`src/rtl/reset_seq_pkg.sv`:
```
// Shared types and constants for the reset sequencer: FSM states and loss-counter sizing.
package reset_seq_pkg;

  typedef enum logic [1:0] {
    WAIT_LOCK  = 2'd0,
    INIT_DELAY = 2'd1,
    RELEASE    = 2'd2,
    RUN        = 2'd3
  } seq_state_e;

  localparam int                    LOST_CNT_W   = 8;
  localparam logic [LOST_CNT_W-1:0] LOST_CNT_MAX = 8'hFF;

endpackage

```
`src/rtl/sync_2ff.sv`:
```
// Generic two-flop level synchroniser into i_clk with async active-low clear.
// Output lags input by two edges; no flow control.
module sync_2ff #(
  parameter int WIDTH = 1
) (
  input  logic             i_clk,
  input  logic             i_rst_n,
  input  logic [WIDTH-1:0] i_d,
  output logic [WIDTH-1:0] o_q
);

  logic [WIDTH-1:0] r_meta;
  logic [WIDTH-1:0] r_sync;

  always_ff @(posedge i_clk or negedge i_rst_n) begin
    if (!i_rst_n) begin
      r_meta <= '0;
      r_sync <= '0;
    end else begin
      r_meta <= i_d;
      r_sync <= r_meta;
    end
  end

  assign o_q = r_sync;

endmodule

```
`src/rtl/reset_sequencer.sv`:
```
// Releases NUM_CHANNELS domain resets in index order after a debounced PLL lock; channel 0 falls
// 2+LOCK_FILTER+INITIAL_DELAY+1 edges after reset. Optional RESET_SEQ_LOCK_STATS_EN adds lock_lost_count.
module reset_sequencer
  import reset_seq_pkg::*;
#(
  parameter int NUM_CHANNELS  = 3,
  parameter int CNT_WIDTH     = 16,
  parameter int LOCK_FILTER   = 4,
  parameter int INITIAL_DELAY = 2,
  parameter int STAGE_DELAY   = 8
) (
  input  logic                    clk,
  input  logic                    reset_n,
  input  logic                    pll_locked,
  input  logic                    sw_reset_req,
  output logic [NUM_CHANNELS-1:0] rst_out,
  output logic                    all_released
`ifdef RESET_SEQ_LOCK_STATS_EN
  ,
  output logic [LOST_CNT_W-1:0]   lock_lost_count
`endif
);

  localparam int IDX_W = (NUM_CHANNELS > 1) ? $clog2(NUM_CHANNELS) : 1;

  localparam logic [CNT_WIDTH-1:0] CNT_ONE   = CNT_WIDTH'(1);
  localparam logic [CNT_WIDTH-1:0] INIT_LD   = CNT_WIDTH'(INITIAL_DELAY);
  localparam logic [CNT_WIDTH-1:0] STAGE_LD  = CNT_WIDTH'(STAGE_DELAY - 1);
  localparam logic [CNT_WIDTH-1:0] FILT_LAST = CNT_WIDTH'(LOCK_FILTER - 1);
  localparam logic [IDX_W-1:0]     IDX_ONE   = IDX_W'(1);
  localparam logic [IDX_W-1:0]     LAST_IDX  = IDX_W'(NUM_CHANNELS - 1);

  generate
    if (NUM_CHANNELS < 1) begin : g_bad_channels
      $error("reset_sequencer: NUM_CHANNELS must be >= 1");
    end
    if (LOCK_FILTER < 1 || (LOCK_FILTER >> CNT_WIDTH) != 0) begin : g_bad_filter
      $error("reset_sequencer: LOCK_FILTER must be >= 1 and fit in CNT_WIDTH");
    end
    if (INITIAL_DELAY < 0 || (INITIAL_DELAY >> CNT_WIDTH) != 0) begin : g_bad_init
      $error("reset_sequencer: INITIAL_DELAY must be >= 0 and fit in CNT_WIDTH");
    end
    if (STAGE_DELAY < 1 || (STAGE_DELAY >> CNT_WIDTH) != 0) begin : g_bad_stage
      $error("reset_sequencer: STAGE_DELAY must be >= 1 and fit in CNT_WIDTH");
    end
  endgenerate

  logic                    w_lock_s;
  logic                    w_lost;
  seq_state_e              r_state;
  logic [CNT_WIDTH-1:0]    r_filter;
  logic [CNT_WIDTH-1:0]    r_cnt;
  logic [IDX_W-1:0]        r_idx;
  logic [NUM_CHANNELS-1:0] r_rst_out;
  logic                    r_all_released;

  sync_2ff #(
    .WIDTH (1)
  ) u_lock_sync (
    .i_clk   (clk),
    .i_rst_n (reset_n),
    .i_d     (pll_locked),
    .o_q     (w_lock_s)
  );

  // A loss event is only counted once the lock has been qualified.
  assign w_lost = (r_state != WAIT_LOCK) && !w_lock_s;

  always_ff @(posedge clk or negedge reset_n) begin
    if (!reset_n) begin
      r_state        <= WAIT_LOCK;
      r_filter       <= '0;
      r_cnt          <= '0;
      r_idx          <= '0;
      r_rst_out      <= '1;
      r_all_released <= 1'b0;
    end else if (w_lost) begin
      r_state        <= WAIT_LOCK;
      r_filter       <= '0;
      r_rst_out      <= '1;
      r_all_released <= 1'b0;
    end else if (sw_reset_req && (r_state != WAIT_LOCK)) begin
      r_state        <= INIT_DELAY;
      r_cnt          <= INIT_LD;
      r_rst_out      <= '1;
      r_all_released <= 1'b0;
    end else begin
      case (r_state)
        WAIT_LOCK: begin
          if (!w_lock_s) begin
            r_filter <= '0;
          end else begin
            r_filter <= r_filter + CNT_ONE;
            if (r_filter == FILT_LAST) begin
              r_state <= INIT_DELAY;
              r_cnt   <= INIT_LD;
            end
          end
        end
        INIT_DELAY: begin
          if (r_cnt != '0) begin
            r_cnt <= r_cnt - CNT_ONE;
          end else begin
            r_rst_out[0] <= 1'b0;
            if (NUM_CHANNELS == 1) begin
              r_state        <= RUN;
              r_all_released <= 1'b1;
            end else begin
              r_state <= RELEASE;
              r_idx   <= IDX_ONE;
              r_cnt   <= STAGE_LD;
            end
          end
        end
        RELEASE: begin
          if (r_cnt != '0) begin
            r_cnt <= r_cnt - CNT_ONE;
          end else begin
            r_rst_out[r_idx] <= 1'b0;
            if (r_idx == LAST_IDX) begin
              r_state        <= RUN;
              r_all_released <= 1'b1;
            end else begin
              r_idx <= r_idx + IDX_ONE;
              r_cnt <= STAGE_LD;
            end
          end
        end
        RUN: begin
          r_state <= RUN;
        end
        default: begin
          r_state <= WAIT_LOCK;
        end
      endcase
    end
  end

  assign rst_out      = r_rst_out;
  assign all_released = r_all_released;

`ifdef RESET_SEQ_LOCK_STATS_EN
  logic [LOST_CNT_W-1:0] r_lost_cnt;

  always_ff @(posedge clk or negedge reset_n) begin
    if (!reset_n) begin
      r_lost_cnt <= '0;
    end else if (w_lost && (r_lost_cnt != LOST_CNT_MAX)) begin
      r_lost_cnt <= r_lost_cnt + LOST_CNT_W'(1);
    end
  end

  assign lock_lost_count = r_lost_cnt;
`endif

endmodule

```
`config.mk`:
```
export PLATFORM = sky130hd
export DESIGN_NAME = reset_sequencer
export DESIGN_NICKNAME = d
export VERILOG_FILES = /design/src/rtl/reset_seq_pkg.sv /design/src/rtl/sync_2ff.sv /design/src/rtl/reset_sequencer.sv
export SDC_FILE = /design/constraint.sdc
export NUM_CORES = 1
export LEC_CHECK = 0
export BUFFER_PORTS_ARGS = -buffer_cell sky130_fd_sc_hd__buf_4
export CAP_MARGIN = 20
export CORE_UTILIZATION = 30
export DETAILED_ROUTE_END_ITERATION = 8
export PLACE_DENSITY_LB_ADDON = 0.05
export SETUP_SLACK_MARGIN = 0.05
export SLEW_MARGIN = 20
export SYNTH_ARGS = -nofsm -noshare
export SYNTH_HDL_FRONTEND = slang
export SYNTH_SLANG_ARGS = --single-unit
```
`constraint.sdc`:
```
create_clock -name clk -period 2.8 [get_ports clk]
set_input_delay 0.56 -clock clk [delete_from_list [all_inputs] [get_ports clk]]
set_output_delay 0.56 -clock clk [all_outputs]
set_load 0.02 [all_outputs]
```
==> results.py <==
metrics = {
    "worst_setup_path": {
        "rrSetupSlack_ps": 510,
        "reg2reg_to": "r_filter[15]$_DFFE_PN0P_",
        "crit_arrival_ps": 2510,
        "endpoint": "r_filter[15]$_DFFE_PN0P_",
        "rr_worst_depth": 7,
        "r2r-start": "r_state[0]$_DFFE_PN0P_",
        "crit_required_ps": 3020,
        "setup.worst_path.end_class": "register",
        "cp-start-kind": "register",
        "crit_start": "r_state[0]$_DFFE_PN0P_",
        "crit_fanout": 8,
        "path_class": "reg -> reg",
    },
    "sta": {
        "final-hold-violation-count": 0,
        "setup_viol": 0,
        "maxSlewHeadroom_pct": 63.08,
        "rsz0062_at_grt": "no",
        "tightest_slew_ps": 553.8,
        "fmax_mhz": 436.7,
        "fin_crit_ps": 2290,
        "finalSetupTns_ps": 0,
        "min_period_over_period_pct": 81.79,
        "slew_viol_final": 0,
        "skew_ps": 6.965,
    },
    "cells_and_area": {
        "fillers": 783,
        "fin_nets": 270,
        "n_antenna_cell": 0,
        "multi_input_area_sq_um": 1201,
        "drive_above_1_share_pct": 12.79,
        "stdcell_count": 357,
        "register_area_sq_um": 1055,
        "synthToLayoutAreaGrowth_pct": 11.05,
        "layout_common_cells": "39 x dfrtp_1, 19 x nand2_1, 18 x nor2_1, 17 x o21ai_0, 16 x o21ai_1",
        "final_cell_area_sq_um": 2603,
        "final_common_cell": "dfrtp_1",
    },
    "global_route": {
        "gr-total-overflow": 0,
        "grt_util_all_layers_pct": 13.12,
        "grt_pass1_vias": 1753,
        "antenna_found_initial": 0,
        "grt_pass1_wl_um": 8556,
        "grt_start_max_net_pins": 43,
    },
    "floorplanning": {
        "initial_utilization_pct": 31.63,
        "die-width_um": 90.39,
        "fp.dieH_um": 90.39,
        "die-area_sq_um": 8169,
        "core_area_sq_um": 7408,
        "pin_count": 8,
        "num_rows": 31,
    },
    "synthesis": {
        "yosysUniqueCellTypes": 47,
        "synth_top_cell_by_area": "dfrtp_1",
        "synth_flop_cell": "dfrtp_1",
        "synth_enable_flop_cells": 0,
        "yosys.area.top_type_share_pct": 41.64,
        "ys_seq_area_share_pct": 45.01,
        "synth_nets": 259,
        "synth_seq_cells": 42,
        "syn_inst": 246,
        "ys.warnings.count": 0,
        "synth_area_leaders": "dfrtp_1 42%, ha_1 4.8%, xnor2_1 4.1%",
        "async_flop_share_pct": 100.0,
        "syn_area_sq_um": 2343,
        "post_synth.cell_area_avg_sq_um": 9.526,
    },
    "routing": {
        "vias": 1757,
        "first_pass_iters": 4,
        "drc": 0,
        "drt_iter0_drc": 63,
        "ant_nets": 0,
        "wl_um": 4897,
        "routedWlPerCell_um": 13.72,
        "vias_per_cell": 4.922,
    },
    "cts": {
        "clk_pin_slew_ps": 80,
        "cts_buffer_depth": 2,
        "clock_latency_ps": 300,
        "clock-root-buffer": "clkbuf_8",
        "cts_tree": "yes",
        "hold_buffers": 0,
        "cts.htree.levels": 2,
        "cts_setup_buffers": 0,
        "cts.sinks": 42,
        "cts_resized": 0,
        "cts_made_buffers": 5,
    },
    "power": {
        "irDropWorstVdd_mv": 0.3243,
        "powerDensity_nw_per_um2": 950.6,
        "leakage_nw": 1.101,
    },
    "placed_design": {
        "place.gp.congestion": 0.7027,
        "dp.cells": 349,
        "dp_hpwl_um": 3436,
        "io_buffers": 7,
        "placed_cell_area_sq_um": 2507,
    },
    "job": {
        "maxCapViolCount": 0,
    },
    "status": {
        "outcome": "finished, final reports clean",
    },
    "hold_path": {
        "hold_path_class": "in -> async",
    },
}
## where the power goes
part           internal [W]  switching [W]  total, W
Combinational      0.000449       0.000696   0.00114
Sequential         0.000760       0.000157  0.000917
Clock              0.000198       0.000214  0.000412
Total               0.00141        0.00107   0.00247
## worst min-delay path by stage
stage	to	startpoint	cells past startpoint
final	r_filter[10]$_DFFE_PN0P_	reset_n	1
after global routing	r_filter[8]$_DFFE_PN0P_	reset_n	1
after CTS	r_filter[7]$_DFFE_PN0P_	reset_n	1
after detailed placement	u_lock_sync.o_q$_DFF_PN0_	u_lock_sync.r_meta$_DFF_PN0_	0
after global placement	u_lock_sync.o_q$_DFF_PN0_	u_lock_sync.r_meta$_DFF_PN0_	0
after floorplan	all_released$_DFFE_PN0P_	reset_n	0
## state kept, by name (all words and copies together) (netlist names)
name,cells
all_released,1
r_cnt,16
r_filter,16
r_idx,2
r_state,2
rst_out,3
u_lock_sync.o_q,1
u_lock_sync.r_meta,1
## cell families (layout without fill, tap and decap cells)
| group | Yosys count | after routing | share of synthesized area (%) |
|---|---|---|---|
| buf+inv | 18 | 30 | 3.737 |
| compound gates | 62 | 62 | 16.34 |
| flops | 42 | 42 | 45.01 |
| xor+xnor | 12 | 12 | 4.485 |
| simple gates | 100 | 100 | 24.24 |
| mux | 3 | 3 | 1.388 |
| fa+ha+maj | 9 | 9 | 4.805 |
## area by class of cell
class | count | area share (%)
clock buffers | 6 | 3.173
multi-input cells | 186 | 46.15
inverters | 10 | 1.442
repair buffers | 12 | 3.462
flip-flops and latches | 42 | 40.53
well taps | 99 | 4.760
clock inverters | 2 | 0.4808
## metal layers
layer	up-vias	wire (um)	GRT usage (%)	part of all wire, %
met5	-	0	0	0
met4	0	53	4.435	1.1
met3	5	101	2.609	2.1
met2	12	2139	20.48	44
met1	840	2603	18.06	53
li1	900	-	-	-
## per-stage QoR
step / hold WS, ps / util (%) / setup WS, ps / power [W]
after floorplan: 264.4 / - / 644.7 / 0.001808
after global placement: 332.1 / 33.85 / 537.8 / 0.002098
after detailed placement: 344.9 / 33.85 / 498.7 / 0.002086
after CTS: 266.5 / 35.13 / 494.8 / 0.002521
after global routing: 289.2 / 35.13 / 273.2 / 0.002720
final: 249.2 / 35.13 / 510.0 / 0.002474
## worst max-delay path, cell delays in order (launching register included)
cell      delay (ps)
dfrtp_1          420
inv_1            110
ha_1             320
nand2b_1         220
nand4_1          240
or2_2            410
or3_1            310
a21boi_0         170
## synth_stat cells (2+ instances only)
cell type and instances:
nand2b_1 6, and2_1 15, dfstp_2 3, nor3_1 2
buf_6 2, nor2_1 18, nand2_1 19, and4_1 4
o21ai_0 17, a21o_1 2, nor4_1 5, nor3b_2 2
dfrtp_1 39, o21ai_1 16, nor2b_1 3, nand3_1 9
o31ai_1 4, a21oi_1 8, o21a_1 2, o41ai_1 3
or3_1 3, ha_1 9, inv_1 10, xnor2_1 11
clkbuf_1 3, a21boi_0 3, nand4_1 8
(Power assumes the default switching activity.)
